$ cat src/rtl/debounce_pkg.sv
// Shared definitions for the multi-channel debouncer: FSM state encoding and
// the elaboration-time legality check for the timing parameters.
package debounce_pkg;

    typedef enum logic [1:0] {
        IDLE = 2'b00,
        DLY0 = 2'b01,
        ONE  = 2'b10,
        DLY1 = 2'b11
    } db_state_e;

    function automatic bit db_params_ok(input int db_cycles, input int sync_stages);
        return (db_cycles >= 2) && (sync_stages >= 2);
    endfunction

endpackage

$ cat src/rtl/debounce_chan.sv
// One debounced channel: synchroniser, four-state debounce FSM, hold counter
// and registered level / press / release / long-press outputs.
module debounce_chan
    import debounce_pkg::*;
#(
    parameter int DB_CYCLES   = 2_000_000,
    parameter int LONG_CYCLES = 50_000_000,
    parameter int SYNC_STAGES = 2
) (
    input  logic clk,
    input  logic rst,
    input  logic sw,
    input  logic inv,
    output logic o_level,
    output logic o_press,
    output logic o_release,
    output logic o_long
);

    localparam int CNT_W  = $clog2(DB_CYCLES);
    localparam int HOLD_W = (LONG_CYCLES > 0) ? $clog2(LONG_CYCLES + 1) : 1;
    localparam logic [CNT_W-1:0]  CNT_LAST  = CNT_W'(DB_CYCLES - 1);
    localparam logic [HOLD_W-1:0] HOLD_MAX  = HOLD_W'(LONG_CYCLES);
    localparam logic [HOLD_W-1:0] HOLD_FIRE = HOLD_W'(LONG_CYCLES - 1);

    logic [SYNC_STAGES-1:0] r_sync;
    db_state_e              r_state;
    logic [CNT_W-1:0]       r_cnt;
    logic [HOLD_W-1:0]      r_hold;
    logic                   r_long_done;
    logic                   r_level;
    logic                   r_press;
    logic                   r_release;
    logic                   r_long;

    logic w_sw_s;
    logic w_held;
    logic w_leaving;

    // Loading the polarity bit on reset makes the synchronised input read inactive.
    always_ff @(posedge clk) begin
        if (rst) begin
            r_sync <= {SYNC_STAGES{inv}};
        end else begin
            r_sync <= {r_sync[SYNC_STAGES-2:0], sw};
        end
    end

    assign w_sw_s    = r_sync[SYNC_STAGES-1] ^ inv;
    assign w_held    = (r_state == ONE) || (r_state == DLY1);
    assign w_leaving = (r_state == DLY1) && !w_sw_s && (r_cnt == CNT_LAST);

    always_ff @(posedge clk) begin
        if (rst) begin
            r_state     <= IDLE;
            r_cnt       <= '0;
            r_hold      <= '0;
            r_long_done <= 1'b0;
            r_level     <= 1'b0;
            r_press     <= 1'b0;
            r_release   <= 1'b0;
            r_long      <= 1'b0;
        end else begin
            r_press   <= 1'b0;
            r_release <= 1'b0;
            r_long    <= 1'b0;

            // Hold time keeps running through a DLY1 glitch and saturates.
            if (w_held && (r_hold != HOLD_MAX)) begin
                r_hold <= r_hold + 1'b1;
            end

            // The final DLY1 cycle goes to IDLE, so no long pulse can join a release.
            if ((LONG_CYCLES > 0) && w_held && !w_leaving && !r_long_done &&
                (r_hold == HOLD_FIRE)) begin
                r_long      <= 1'b1;
                r_long_done <= 1'b1;
            end

            case (r_state)
                IDLE: begin
                    if (w_sw_s) begin
                        r_state <= DLY0;
                        r_cnt   <= '0;
                    end
                end
                DLY0: begin
                    if (!w_sw_s) begin
                        r_state <= IDLE;
                    end else if (r_cnt == CNT_LAST) begin
                        r_state <= ONE;
                        r_level <= 1'b1;
                        r_press <= 1'b1;
                        r_hold  <= '0;
                    end else begin
                        r_cnt <= r_cnt + 1'b1;
                    end
                end
                ONE: begin
                    if (!w_sw_s) begin
                        r_state <= DLY1;
                        r_cnt   <= '0;
                    end
                end
                DLY1: begin
                    if (w_sw_s) begin
                        r_state <= ONE;
                    end else if (r_cnt == CNT_LAST) begin
                        r_state     <= IDLE;
                        r_level     <= 1'b0;
                        r_release   <= 1'b1;
                        r_long_done <= 1'b0;
                    end else begin
                        r_cnt <= r_cnt + 1'b1;
                    end
                end
                default: begin
                    r_state <= IDLE;
                    r_level <= 1'b0;
                end
            endcase
        end
    end

    assign o_level   = r_level;
    assign o_press   = r_press;
    assign o_release = r_release;
    assign o_long    = r_long;

endmodule

$ cat src/rtl/debounce_multi.sv
// Multi-channel debouncer: CH independent debounce_chan instances with a
// per-channel polarity taken from INV_MASK.
module debounce_multi
    import debounce_pkg::*;
#(
    parameter int            CH          = 4,
    parameter int            DB_CYCLES   = 2_000_000,
    parameter int            LONG_CYCLES = 50_000_000,
    parameter int            SYNC_STAGES = 2,
    parameter logic [CH-1:0] INV_MASK    = {CH{1'b0}}
) (
    input  logic          clk,
    input  logic          rst,
    input  logic [CH-1:0] sw,
    output logic [CH-1:0] db_level,
    output logic [CH-1:0] press_tick,
    output logic [CH-1:0] release_tick,
    output logic [CH-1:0] long_tick
);

    if (!db_params_ok(DB_CYCLES, SYNC_STAGES)) begin : g_bad_params
        $error("debounce_multi: DB_CYCLES and SYNC_STAGES must both be >= 2");
    end

    logic [CH-1:0] w_level;
    logic [CH-1:0] w_press;
    logic [CH-1:0] w_release;
    logic [CH-1:0] w_long;

    for (genvar g = 0; g < CH; g++) begin : g_chan
        debounce_chan #(
            .DB_CYCLES  (DB_CYCLES),
            .LONG_CYCLES(LONG_CYCLES),
            .SYNC_STAGES(SYNC_STAGES)
        ) u_chan (
            .clk      (clk),
            .rst      (rst),
            .sw       (sw[g]),
            .inv      (INV_MASK[g]),
            .o_level  (w_level[g]),
            .o_press  (w_press[g]),
            .o_release(w_release[g]),
            .o_long   (w_long[g])
        );
    end

    assign db_level     = w_level;
    assign press_tick   = w_press;
    assign release_tick = w_release;
    assign long_tick    = w_long;

endmodule
$ cat config.mk
export PLATFORM = sky130hd
export DESIGN_NAME = debounce_multi
export DESIGN_NICKNAME = d
export VERILOG_FILES = /design/src/rtl/debounce_pkg.sv /design/src/rtl/debounce_chan.sv /design/src/rtl/debounce_multi.sv
export SDC_FILE = /design/constraint.sdc
export NUM_CORES = 1
export LEC_CHECK = 0
export CAP_MARGIN = 20
export CORE_MARGIN = 5
export CORE_UTILIZATION = 29
export CTS_CLUSTER_SIZE = 24
export DETAILED_ROUTE_END_ITERATION = 6
export SLEW_MARGIN = 0
export SYNTH_ARGS = -nofsm -noshare
export SYNTH_HDL_FRONTEND = slang
export SYNTH_SLANG_ARGS = --single-unit
$ cat constraint.sdc
create_clock -name clk -period 4.05 [get_ports clk]
set_input_delay 0.6075 -clock clk [delete_from_list [all_inputs] [get_ports clk]]
set_output_delay 0.6075 -clock clk [all_outputs]
set_load 0.01 [all_outputs]
# After elaboration in Yosys (flattened, before gate mapping)
# Cells that the tools add are included.
word_totals:
  rom_bits: 0
  elab_cells: 292
  n_memories: 0
  latch_bits: 0
  regBits: 224
  ramBits: 0
  output_inout_bits: 16
op_classes:
  magnitude_cmp: 0
  reduce_logical: 68
  addsub: 8
  n_mux: 112
  div: 0
  n_shift: 0
  bitwise: 12
  mul: 0
  n_eq_ne: 56
ops:
  columns: ["cell", "n"]
  rows:
  - ["two-way mux 21 bit", 20]
  - ["two-way mux 26 bit", 16]
  - ["case mux 21 bit (4 select lines)", 4]
  - ["adder 26 x 1 -> 26 bit (second input constant)", 4]
  - ["equality test 26 bit (second input constant)", 4]
  - ["!= test 26 bit (second input constant)", 4]
  - ["adder 21 x 1 -> 21 bit (second input constant)", 4]
  - ["equality test 21 bit (second input constant)", 4]
  - ["two-way mux 2 bit", 24]
  - ["two-way mux 1 bit", 40]
  - ["case mux 2 bit (4 select lines)", 4]
  - ["AND reduction 4 bit", 8]
  - ["logical AND 1 bit", 24]
  - ["!= test 2 x 1 -> 1 bit (second input constant)", 12]
  - ["!= test 2 bit (second input constant)", 12]
  - ["OR reduction 3 bit", 8]
  - ["AND reduction 5 bit", 4]
  - ["equality test 2 bit (second input constant)", 8]
  - ["logical NOT 1 bit", 12]
  - ["!= test 3 x 2 -> 1 bit (second input constant)", 4]
  - ["!= test 3 bit (second input constant)", 4]
  - ["NOT 1 bit", 12]
  - ["equality test 2 x 1 -> 1 bit (second input constant)", 4]
  - ["logical NOT 2 bit", 4]
  - ["other kinds (3)", 12]

# Longest topological paths before layout
# Gate-level depths: netlist (run 1).
logic_depth:
  word_depth: 11
  depth_mapped: 9
  mapped_depth_nobuf: 7

# By module
# From an unflattened synthesis (run 1), not the netlist that was laid out.
unflattened:
  hier_cells: 1232
  area_unflattened_um2: 10844.2
by_module_without_submodules:
  columns: ["mod", "cells_each", "instances", "area_per_inst_um2"]
  rows:
  - ["debounce_chan at g_chan[0].u_chan ...", 306, 3, 2707.6]
  - ["debounce_chan at g_chan[3].u_chan", 313, 1, 2717.6]
  - ["debounce_multi", 1, 1, 3.8]

# Worst setup path before layout (run 1)
# Ideal clock, no wire load.
synth_path:
  kind: "register to register"
  from: "register g_chan[1].u_chan.r_cnt[13]"
  to: "register g_chan[1].u_chan.r_hold[12]"
  slack_ns: 1.900
  setup_ns: 0.115
  arrival_ns: 2.035
  n_path_buf: 2
  stages_incl_launch_ff: 8
  path_cell_list: "dfxtp_1 -> or4b_1 -> or4_4 -> nor4_4 -> a21o_1 -> buf_6 -> buf_12 -> nor2_1"
synth_via:
  elab_chain_cells: 4
synth_lines:
  columns: ["item", "line", "source"]
  rows:
  - ["start, declared", "debounce_chan.sv:28", "logic [CNT_W-1:0] r_cnt;"]
  - ["start signal, assigned", "debounce_chan.sv:96", "r_cnt <= r_cnt + 1'b1;"]
  - ["start signal, assigned", "debounce_chan.sv:114", "r_cnt <= r_cnt + 1'b1;"]
  - ["equality test 21 bit", "debounce_chan.sv:90", "end else if (r_cnt == CNT_LAST) begin"]
  - ["two-way mux 26 bit", "debounce_chan.sv:90", null]
  - ["two-way mux 26 bit", "debounce_chan.sv:88", "if (!w_sw_s) begin"]
  - ["two-way mux 26 bit", "debounce_chan.sv:80", "case (r_state)"]
  - ["end signal, assigned", "debounce_chan.sv:70", "r_hold <= r_hold + 1'b1;"]
  - ["end, declared", "debounce_chan.sv:29", "logic [HOLD_W-1:0] r_hold;"]
# Every way passes these cells.
# A chain may end at the register's enable or synchronous reset.

# Final worst setup path (run 1)
layout_path:
  from: "register g_chan[1].u_chan.r_cnt[7]"
  to: "register g_chan[1].u_chan.r_cnt[4]"
layout_via:
  elab_chain_cells: 4
layout_lines:
  columns: ["item", "line"]
  rows:
  - ["equality test 21 bit (*)", "debounce_chan.sv:90, debounce_chan.sv:108"]
  - ["two-way mux 21 bit (*)", null]
  - ["two-way mux 21 bit, on equally long branches", null]
  - ["case mux 21 bit (4 select lines) (*)", null]
# Mark *: on every way between the ends. The rest lies on a longest branch, timed or not. The select of a mux whose other input is x is not followed.

==> results of run 1 <==
## synthesized netlist by cell type, types with 13 or more instances
| cell | n |
|---|---|
| a21oi_1 | 38 |
| and3_1 | 33 |
| buf_4 | 18 |
| clkbuf_1 | 20 |
| dfxtp_1 | 224 |
| inv_1 | 34 |
| nand2_1 | 84 |
| nand3_1 | 79 |
| nand4_1 | 58 |
| nor2_1 | 197 |
| nor3_1 | 23 |
| nor4_1 | 20 |
| o21ai_0 | 23 |
| or3_1 | 20 |
| or4_1 | 13 |
| xnor2_1 | 49 |
| xor2_1 | 102 |
## per-stage QoR
step                total power [mW]  setup slack (ns)
floorplan                       2.34              1.90
global placement                2.36              1.41
detailed placement              2.36              1.34
CTS                             4.65              1.32
global route                    4.73              1.12
finish                          4.55              1.34
## sequential cells by signal, summed over array words and instances, names as in the netlist, named ones only
register and cells:
g_chan.u_chan.r_sync 8, g_chan.u_chan.o_press 4, g_chan.u_chan.o_long 4, g_chan.u_chan.r_hold 104
g_chan.u_chan.o_level 4, g_chan.u_chan.r_cnt 84, g_chan.u_chan.r_state 4, g_chan.u_chan.r_long_done 4
g_chan.u_chan.o_release 4
## layout make-up
type / instances / area, um^2
clock buffers: 39 / 748
clock inverters: 7 / 63.8
fillers: 3703 / 23800
inverters: 35 / 131
multi-input cells: 900 / 5510
flip-flops and latches: 224 / 4480
well taps: 461 / 577
repair buffers: 31 / 278
## path summary, 6_finish.rpt
kind / end
setup / recovery: g_chan[1].u_chan.r_cnt[4]
hold / removal: g_chan[2].u_chan.r_sync[1]
setup reg to reg: g_chan[1].u_chan.r_cnt[4]
hold reg to reg: g_chan[2].u_chan.r_sync[1]
## kinds of logic after synthesis
group           after synthesis  synth area share
simple gates                610             0.306
flops                       224             0.429
xor+xnor                    151             0.127
compound gates              116            0.0703
buf+inv                      86            0.0436
fa+ha+maj                    12            0.0144
mux                          11            0.0105
## metal layers
layer  vias to the layer above  part of all wire
met4                         0             0.026
met3                        36             0.036
met1                      3909              0.50
li1                       4251                 -
met5                         -                 0
met2                       104              0.43
## power by group through the flow
| stage | clock network (mW) | registers (mW) | logic (mW) |
|---|---|---|---|
| floorplan | 0 | 2.27 | 0.0707 |
| global placement | 0 | 2.27 | 0.0898 |
| detailed placement | 0 | 2.27 | 0.0903 |
| CTS | 2.33 | 2.22 | 0.0908 |
| global route | 2.41 | 2.22 | 0.0993 |
| finish | 2.24 | 2.22 | 0.0894 |
==> run_results.csv, run 1 <==
group,metric,value,unit
outcome,outcome,"complete, no violations",
drt,ant_nets,0,
pwr,switchingPower,0.978,mW
pwr,p_int,3.57,mW
floorplan,io_pins,22,
timing,post-route-period-util,0.670,
worst_setup_path,crit_cells,5,
drt,drc_errors,0,
synth,synthArstFlopShare,0,
worst_setup_path,r2r_start,"g_chan[1].u_chan.r_cnt[7]",
synth,yosysUniqueCellTypes,68,
pwr,seqPwrFrac,0.489,
finish,drive_gt1_frac,0.0599,
worst_setup_path,rrSetupSlack,1.34,ns
timing,slew_headroom,0.348,
worst_setup_path,cp-end-kind,"flip-flop",
synth,synth_nets,1228,
job,drv_cap,0,
finish,fin_cells,1697,
drt,firstDrtPassIters,5,
placement,dpl.cell_count,1650,
timing,finalSetupViolCount,0,
synth,synth.largest_area_cell,"dfxtp_1",
pwr,peakVddDrop,0.338,mV
timing,post-route-min-period,2.71,ns
cts,root_buffer,"clkbuf_16",
drt,wl,21100,um
cts,clk_path_buf_depth,3,
worst_setup_path,crit_family,"compound AO/OA/AOI/OAI gates",
placement,dpl.hpwl,14100,um
synth,ys_top_cells_by_area,"dfxtp_1, xor2_1, nor2_1",
worst_setup_path,worstPathArrival,3.17,ns
cts,numCtsBuffers,25,
cts,htree_num_levels,1,
synth,synthCells,1210,
hold_path,hold_path_depth,1,
timing,final-max-slew-violation-count,0,
pwr,p_leak,3.97,nW
worst_setup_path,crit_path_frequent_cell,"o21ai_0",
worst_setup_path,criticalPathCategory,"flip-flop to flip-flop",
global_route,grt_usage,0.106,
synth,synth_seq_cells,224,
drt,wl_per_cell,12.4,um
worst_setup_path,slowest_delay,0.77,ns
drt,viasPerCell,4.89,
drt,drt-initial-drc-count,362,
placement,port_buffers,21,
synth,syn_area,0.0105,mm^2
worst_setup_path,cpMaxStageDelayCell,"o21ai_0",
finish,finish.utilization,0.332,
floorplan,start_util,0.294,
floorplan,rows,69,
global_route,met3_usage,0.0225,
global_route,grt_start_max_net_pins,41,
global_route,antenna_found_initial,0,
global_route,overflow,0,
synth,synth-seq-area-share,0.429,
cts,path_clk_slew,0.06,ns
global_route,met2_usage,0.167,
finish,stdcell_area,0.0118,mm^2
pwr,pwr-share-clk,0.492,
synth,synth_top_area_share,0.429,
placement,routabilityCongestion,0.778,
finish,nets,1235,
timing,clock.fmax,0.369,GHz
finish,n_antenna_cell,0,
floorplan,die_area,0.0399,mm^2
timing,fin_skew,0.0167,ns
cts,cts_tree,"yes",
pwr,p_per_area,386,mW/mm^2
pwr,combPwrFrac,0.020,
synth,syn_area_per_cell,8.64,um^2
worst_setup_path,worstPathRequired,4.51,ns
floorplan,dieWidth,200,um
hold_path,hold_path_startpoint,"g_chan[2].u_chan.r_sync[0]",
global_route,top_usage_layer,"met2",
worst_setup_path,r2r_cells,5,
cts,clock_latency,0.54,ns
synth,synth_warnings,0,
floorplan,die_h,200,um
hold_path,holdCritPathClass,"flip-flop to flip-flop",
finish,layout_common_cells,"dfxtp_1, nor2_1, xor2_1, nand2_1, nand3_1",
global_route,grt_use_met1,0.144,
worst_setup_path,cp_max_fo,11,
drt,vias,8300,
global_route,grt_pass1_wl,36300,um
cts,post-cts-setup-buffers,0,
finish,final_common_cell,"dfxtp_1",
cts,cts_resized,0,
worst_setup_path,path_cells,"or4_2, or4_4, o21ai_0, o21ai_0, a21oi_1",
cts,clkSinkCount,224,
global_route,first_global_vias,7668,
timing,whs,0.442,ns
synth,synth_edf_count,0,
worst_setup_path,critical_path.startpoint,"g_chan[1].u_chan.r_cnt[7]",
cts,ctsHoldBuffers,0,
floorplan,core-area,0.0356,mm^2
placement,postPlaceCellArea,0.0110,mm^2
finish,synthToLayoutAreaGrowth,12.8,%
timing,worst-slew-pin-transition,0.964,ns
synth,ys.flop_type,"dfxtp_1",
worst_setup_path,worst-path-buf-inv,0,
timing,hold_viol_final,0,
worst_setup_path,start_kind,"flip-flop",
timing,setup_tns,0,ns
timing,rsz0062_at_grt,"no",
pwr,netSwitchingFraction,0.215,
Power figures use the tool's default switching activity.
==> run 2, diff against run 1 <==
- clock period: 4.05 -> 2.8 ns (I/O delays scaled with it)
==> run 2 against run 1 <==
Against the previous run: core utilization grew 0.59 points; sequential share of layout area decreased by 0.67 points; design area rose by 1.8%; final cell count up 1.0%; sequential cell count unchanged; clock power rose by 54%; critical path depth grew 1; largest cell class unchanged; clock skew fell by 0.0022 ns; non-clock buffer count rose by 17; routed wire length shrank 0.37%; highest routed layer unchanged.
==> run_results.csv, run 2 (same netlist as run 1, synthesis figures left out) <==
group,metric,value,unit
floorplan,dieWidth,200,um
finish,final_common_cell,"dfxtp_1",
global_route,first_global_vias,7884,
worst_setup_path,cp_max_fo,26,
placement,dpl.hpwl,14400,um
finish,drive_gt1_frac,0.0742,
job,drv_cap,0,
timing,setup_tns,0,ns
cts,clk_path_buf_depth,3,
floorplan,die_h,200,um
outcome,outcome,"complete, no violations",
worst_setup_path,cp-end-kind,"flip-flop",
cts,post-cts-setup-buffers,0,
cts,ctsHoldBuffers,0,
floorplan,die_area,0.0399,mm^2
global_route,grt_start_max_net_pins,27,
drt,vias,8275,
cts,clkSinkCount,224,
worst_setup_path,cpMaxStageDelayCell,"or4b_1",
drt,viasPerCell,4.83,
timing,clock.fmax,0.429,GHz
timing,post-route-min-period,2.33,ns
cts,htree_num_levels,1,
worst_setup_path,slowest_delay,0.52,ns
finish,n_antenna_cell,0,
placement,port_buffers,21,
drt,wl_per_cell,12.3,um
floorplan,io_pins,22,
finish,fin_cells,1714,
floorplan,start_util,0.294,
finish,synthToLayoutAreaGrowth,14.9,%
timing,rsz0062_at_grt,"no",
pwr,p_per_area,568,mW/mm^2
timing,post-route-period-util,0.833,
cts,root_buffer,"clkbuf_16",
finish,layout_common_cells,"dfxtp_1, nor2_1, xor2_1, nand2_1, nand3_1",
cts,cts_resized,0,
timing,finalSetupViolCount,0,
worst_setup_path,crit_family,"simple AND/OR/NAND/NOR gates",
worst_setup_path,worst-path-buf-inv,1,
global_route,grt_pass1_wl,36800,um
placement,dpl.cell_count,1668,
drt,drt-initial-drc-count,314,
cts,cts_tree,"yes",
timing,fin_skew,0.0145,ns
drt,drc_errors,0,
floorplan,core-area,0.0356,mm^2
worst_setup_path,worstPathArrival,2.73,ns
finish,finish.utilization,0.338,
pwr,peakVddDrop,0.519,mV
cts,numCtsBuffers,26,
worst_setup_path,worstPathRequired,3.20,ns
hold_path,holdCritPathClass,"primary input to flip-flop",
cts,clock_latency,0.52,ns
drt,firstDrtPassIters,4,
worst_setup_path,path_cells,"or4b_1, or4_4, nor4_4, a21o_1, buf_4, nor2_1",
pwr,p_leak,4.09,nW
finish,top_regs,"g_chan.u_chan.r_hold (104), g_chan.u_chan.r_cnt (84), g_chan.u_chan.r_sync (8)",
worst_setup_path,start_kind,"flip-flop",
finish,largest_register,"g_chan.u_chan.r_hold",
worst_setup_path,criticalPathCategory,"flip-flop to flip-flop",
global_route,overflow,0,
cts,path_clk_slew,0.06,ns
drt,wl,21000,um
finish,largest_register_ffs,104,
timing,hold_viol_final,0,
global_route,grt_usage,0.105,
timing,worst-slew-pin-transition,0.710,ns
drt,ant_nets,0,
placement,routabilityCongestion,0.794,
global_route,antenna_found_initial,0,
floorplan,rows,69,
finish,nets,1253,
timing,slew_headroom,0.524,
finish,fillers,3689,
timing,final-max-slew-violation-count,0,
run 2: worst register-to-register path: cells and delay by family (launching register included):
kind | cells | cell delay, ns
AND/OR/NAND/NOR | 4 | 1.41
buffers and inverters | 1 | 0.28
AO/OA/AOI/OAI | 1 | 0.17
flip-flops | 1 | 0.36
run 2: path summary, 6_finish.rpt:
check / to / slack (ns) / cells past startpoint / from
max: g_chan[1].u_chan.r_hold[25] / 0.47 / 6 / g_chan[1].u_chan.r_cnt[13]
min: g_chan[2].u_chan.r_cnt[1] / 0.34 / 3 / rst
max reg2reg: g_chan[1].u_chan.r_hold[25] / 0.47 / 6 / g_chan[1].u_chan.r_cnt[13]
min reg2reg: g_chan[2].u_chan.r_sync[1] / 0.43 / 1 / g_chan[2].u_chan.r_sync[0]
run 2: final cells by class:
cell class | instances | area, um^2 | share of cell area
tap | 461 | 577 | 0.0480
inverter | 35 | 131 | 0.0109
timing repair buffer | 48 | 408 | 0.0340
multi-input combinational | 900 | 5510 | 0.459
clock inverter | 5 | 75.1 | 0.00625
clock buffer | 41 | 818 | 0.0682
sequential | 224 | 4480 | 0.373
run 2: layer usage:
metal  part of all wire  GRT usage
met1               0.49      0.144
met2               0.45      0.172
met3              0.039     0.0196
met4              0.022     0.0274
met5                  0          0
run 2: through the flow:
stage | hold slack [ns] | area (um^2) | setup WS, ns | total power, mW
finish | 0.342 | 12000 | 0.467 | 6.82
global route | 0.343 | 12000 | 0.351 | 7.11
CTS | 0.317 | 12000 | 0.459 | 6.97
detailed placement | 0.424 | 11100 | 0.470 | 3.43
global placement | 0.420 | 11100 | 0.495 | 3.43
floorplan | 0.414 | 10500 | 0.650 | 3.38
run 2: power breakdown:
part | leakage [nW] | switching (mW) | total, mW | internal, mW
registers | 1.81 | 0.0135 | 3.22 | 3.20
clock network | 0.443 | 1.29 | 3.46 | 2.17
logic | 1.84 | 0.0898 | 0.139 | 0.0488
==> run 3, diff against run 2 <==
- clock period: 2.8 -> 1.94 ns (I/O delays scaled with it)
==> run 3 against run 2 <==
Against the previous run: power up 52%; non-clock buffer count is 85 higher; critical endpoint is now g_chan[1].u_chan.o_level; sequential cell count unchanged; fmax rose by 16%; clock power up 58%; first-iteration DRC count rose by 4.1%; die area is the same; critical path type unchanged; hold slack lost 0.18 ns; clock skew grew 0.0074 ns; the run now ends with setup timing left.
==> run_results.csv, run 3 (same netlist as run 1, synthesis figures left out) <==
group,metric,value,unit
outcome,outcome,"complete, but fails checks",
outcome,violations,"setup timing",
drt,maxUsedRoutingLayer,"met4",
drt,firstDrtPassIters,6,
drt,viasPerCell,4.80,
floorplan,core-area,0.0356,mm^2
timing,setup_slack,-0.0720,ns
drt,ant_nets,0,
global_route,overflow,0,
worst_setup_path,r2r_start,"g_chan[1].u_chan.r_cnt[12]",
timing,rsz0062_at_grt,"yes",
worst_setup_path,start_kind,"flip-flop",
finish,largest_register,"g_chan.u_chan.r_hold",
floorplan,io_pins,22,
finish,nets,1338,
placement,routabilityCongestion,0.828,
timing,finalSetupViolCount,31,
timing,slew_headroom,0.674,
timing,post-route-period-util,1.04,
placement,pre_cts_ws,-0.0672,ns
finish,drive_gt1_frac,0.172,
timing,clock.fmax,0.497,GHz
global_route,grt_start_max_net_pins,41,
timing,post-route-min-period,2.01,ns
placement,port_buffers,21,
worst_setup_path,cp_max_fo,4,
finish,layout_common_cells,"dfxtp_1, nor2_1, xor2_1, buf_4, nand2_1",
floorplan,die_area,0.0399,mm^2
cts,cts_tree,"yes",
cts,root_buffer,"clkbuf_16",
placement,dpl.hpwl,15300,um
cts,htree_num_levels,1,
floorplan,rows,69,
floorplan,dieWidth,200,um
drt,drc_errors,0,
worst_setup_path,reg2reg_to,"g_chan[1].u_chan.o_level",
cts,clock_latency,0.53,ns
placement,postPlaceCellArea,0.0118,mm^2
drt,wl_met1,11100,um
drt,wl_met3,688,um
timing,worst-slew-pin-transition,0.483,ns
worst_setup_path,cp-end-kind,"flip-flop",
finish,stdcell_area,0.0131,mm^2
worst_setup_path,worstPathArrival,2.41,ns
worst_setup_path,r2r_cells,6,
global_route,antenna_found_initial,0,
floorplan,start_util,0.294,
cts,clkSinkCount,224,
drt,met2_length,9870,um
hold_path,hold_path_startpoint,"rst",
timing,final-max-slew-violation-count,0,
pwr,p_per_area,788,mW/mm^2
hold_path,hold_path_depth,3,
pwr,peakVddDrop,0.626,mV
floorplan,die_h,200,um
global_route,grt_usage,0.109,
cts,clk_path_buf_depth,3,
job,drv_cap,0,
drt,drt-initial-drc-count,327,
worst_setup_path,criticalPathCategory,"flip-flop to flip-flop",
cts,ctsHoldBuffers,0,
finish,final_common_cell,"dfxtp_1",
timing,hold_viol_final,0,
cts,path_clk_slew,0.06,ns
finish,n_antenna_cell,0,
global_route,first_global_vias,8146,
drt,wl,22100,um
worst_setup_path,worstPathRequired,2.33,ns
timing,fin_skew,0.0219,ns
pwr,p_leak,4.63,nW
cts,numCtsBuffers,26,
drt,wl_per_cell,12.3,um
hold_path,holdCritPathClass,"primary input to flip-flop",
global_route,grt_pass1_wl,38000,um
hold_path,min_to,"g_chan[0].u_chan.o_release",
worst_setup_path,rrSetupSlack,-0.07,ns
finish,top_regs,"g_chan.u_chan.r_hold (104), g_chan.u_chan.r_cnt (84), g_chan.u_chan.r_sync (8)",
finish,synthToLayoutAreaGrowth,25.4,%
drt,vias,8646,
finish,largest_register_ffs,104,
[run 3: cell count changes in the layout (fill, tap and decap cells not counted), sizes merged]
cell / change
buf: +85
clkbuf: -5
bufinv: +4
clkinvlp: +2
inv: +1
[run 3: worst max path at each step]
stage	end	cells after the start	from	slack, ns
floorplan	g_chan[2].u_chan.r_hold[6]	8	g_chan[2].u_chan.r_cnt[9]	-0.07
global placement	g_chan[1].u_chan.r_hold[13]	6	g_chan[1].u_chan.r_cnt[12]	-0.04
detailed placement	g_chan[1].u_chan.o_level	6	g_chan[1].u_chan.r_cnt[12]	-0.07
CTS	g_chan[1].u_chan.o_level	6	g_chan[1].u_chan.r_cnt[12]	-0.08
global route	g_chan[1].u_chan.o_level	6	g_chan[1].u_chan.r_cnt[12]	-0.16
finish	g_chan[1].u_chan.o_level	6	g_chan[1].u_chan.r_cnt[12]	-0.07
[run 3: worst max-delay path, cell delays in order, from the launching register on]
cell and delay (ns):
dfxtp_2 0.33, or4b_1 0.51, or4_4 0.44, nor4_4 0.17, buf_4 0.17, mux2i_1 0.20, a21oi_1 0.08
[run 3: layer usage]
layer,track usage,vias up
met1,0.153,4058
met4,0.0254,0
li1,-,4455
met3,0.0188,33
met2,0.176,100
met5,0,-
[run 3: repair_timing]
action | in CTS | in global routing
resized for setup | 5 | 54
setup endpoints to repair | 45 | 124
pin swaps | 8 | 31
buffers inserted | 2 | 5
[run 3: area by class of cell]
| cell class | count | area (um^2) |
|---|---|---|
| clock buffer | 36 | 759 |
| inverter | 35 | 131 |
| timing repair buffer | 133 | 1130 |
| multi-input combinational | 900 | 5780 |
| fill | 3617 | 22500 |
| clock inverter | 12 | 219 |
| sequential | 224 | 4500 |
| tap | 461 | 577 |
[run 3: power breakdown]
| group | leakage (nW) | internal (mW) | switching, mW |
|---|---|---|---|
| sequential | 1.81 | 4.62 | 0.0210 |
| clock | 0.475 | 3.53 | 1.92 |
| combinational | 2.34 | 0.0942 | 0.139 |
| total | 4.63 | 8.25 | 2.08 |
[run 3: stage by stage]
stage          total power, mW  setup TNS [ns]  hold WS (ns)  instances  utilization
2_1_floorplan             4.88           -2.36         0.414       1210            -
3_3_place_gp              4.97          -0.811         0.423       1747        0.333
3_5_place_dp              4.97           -1.50         0.426       1747        0.333
4_1_cts                   10.5           -1.39         0.143       1797        0.361
5_1_grt                   10.7           -6.99         0.179       1801        0.368
6_report                  10.3           -1.44         0.159       1801        0.368
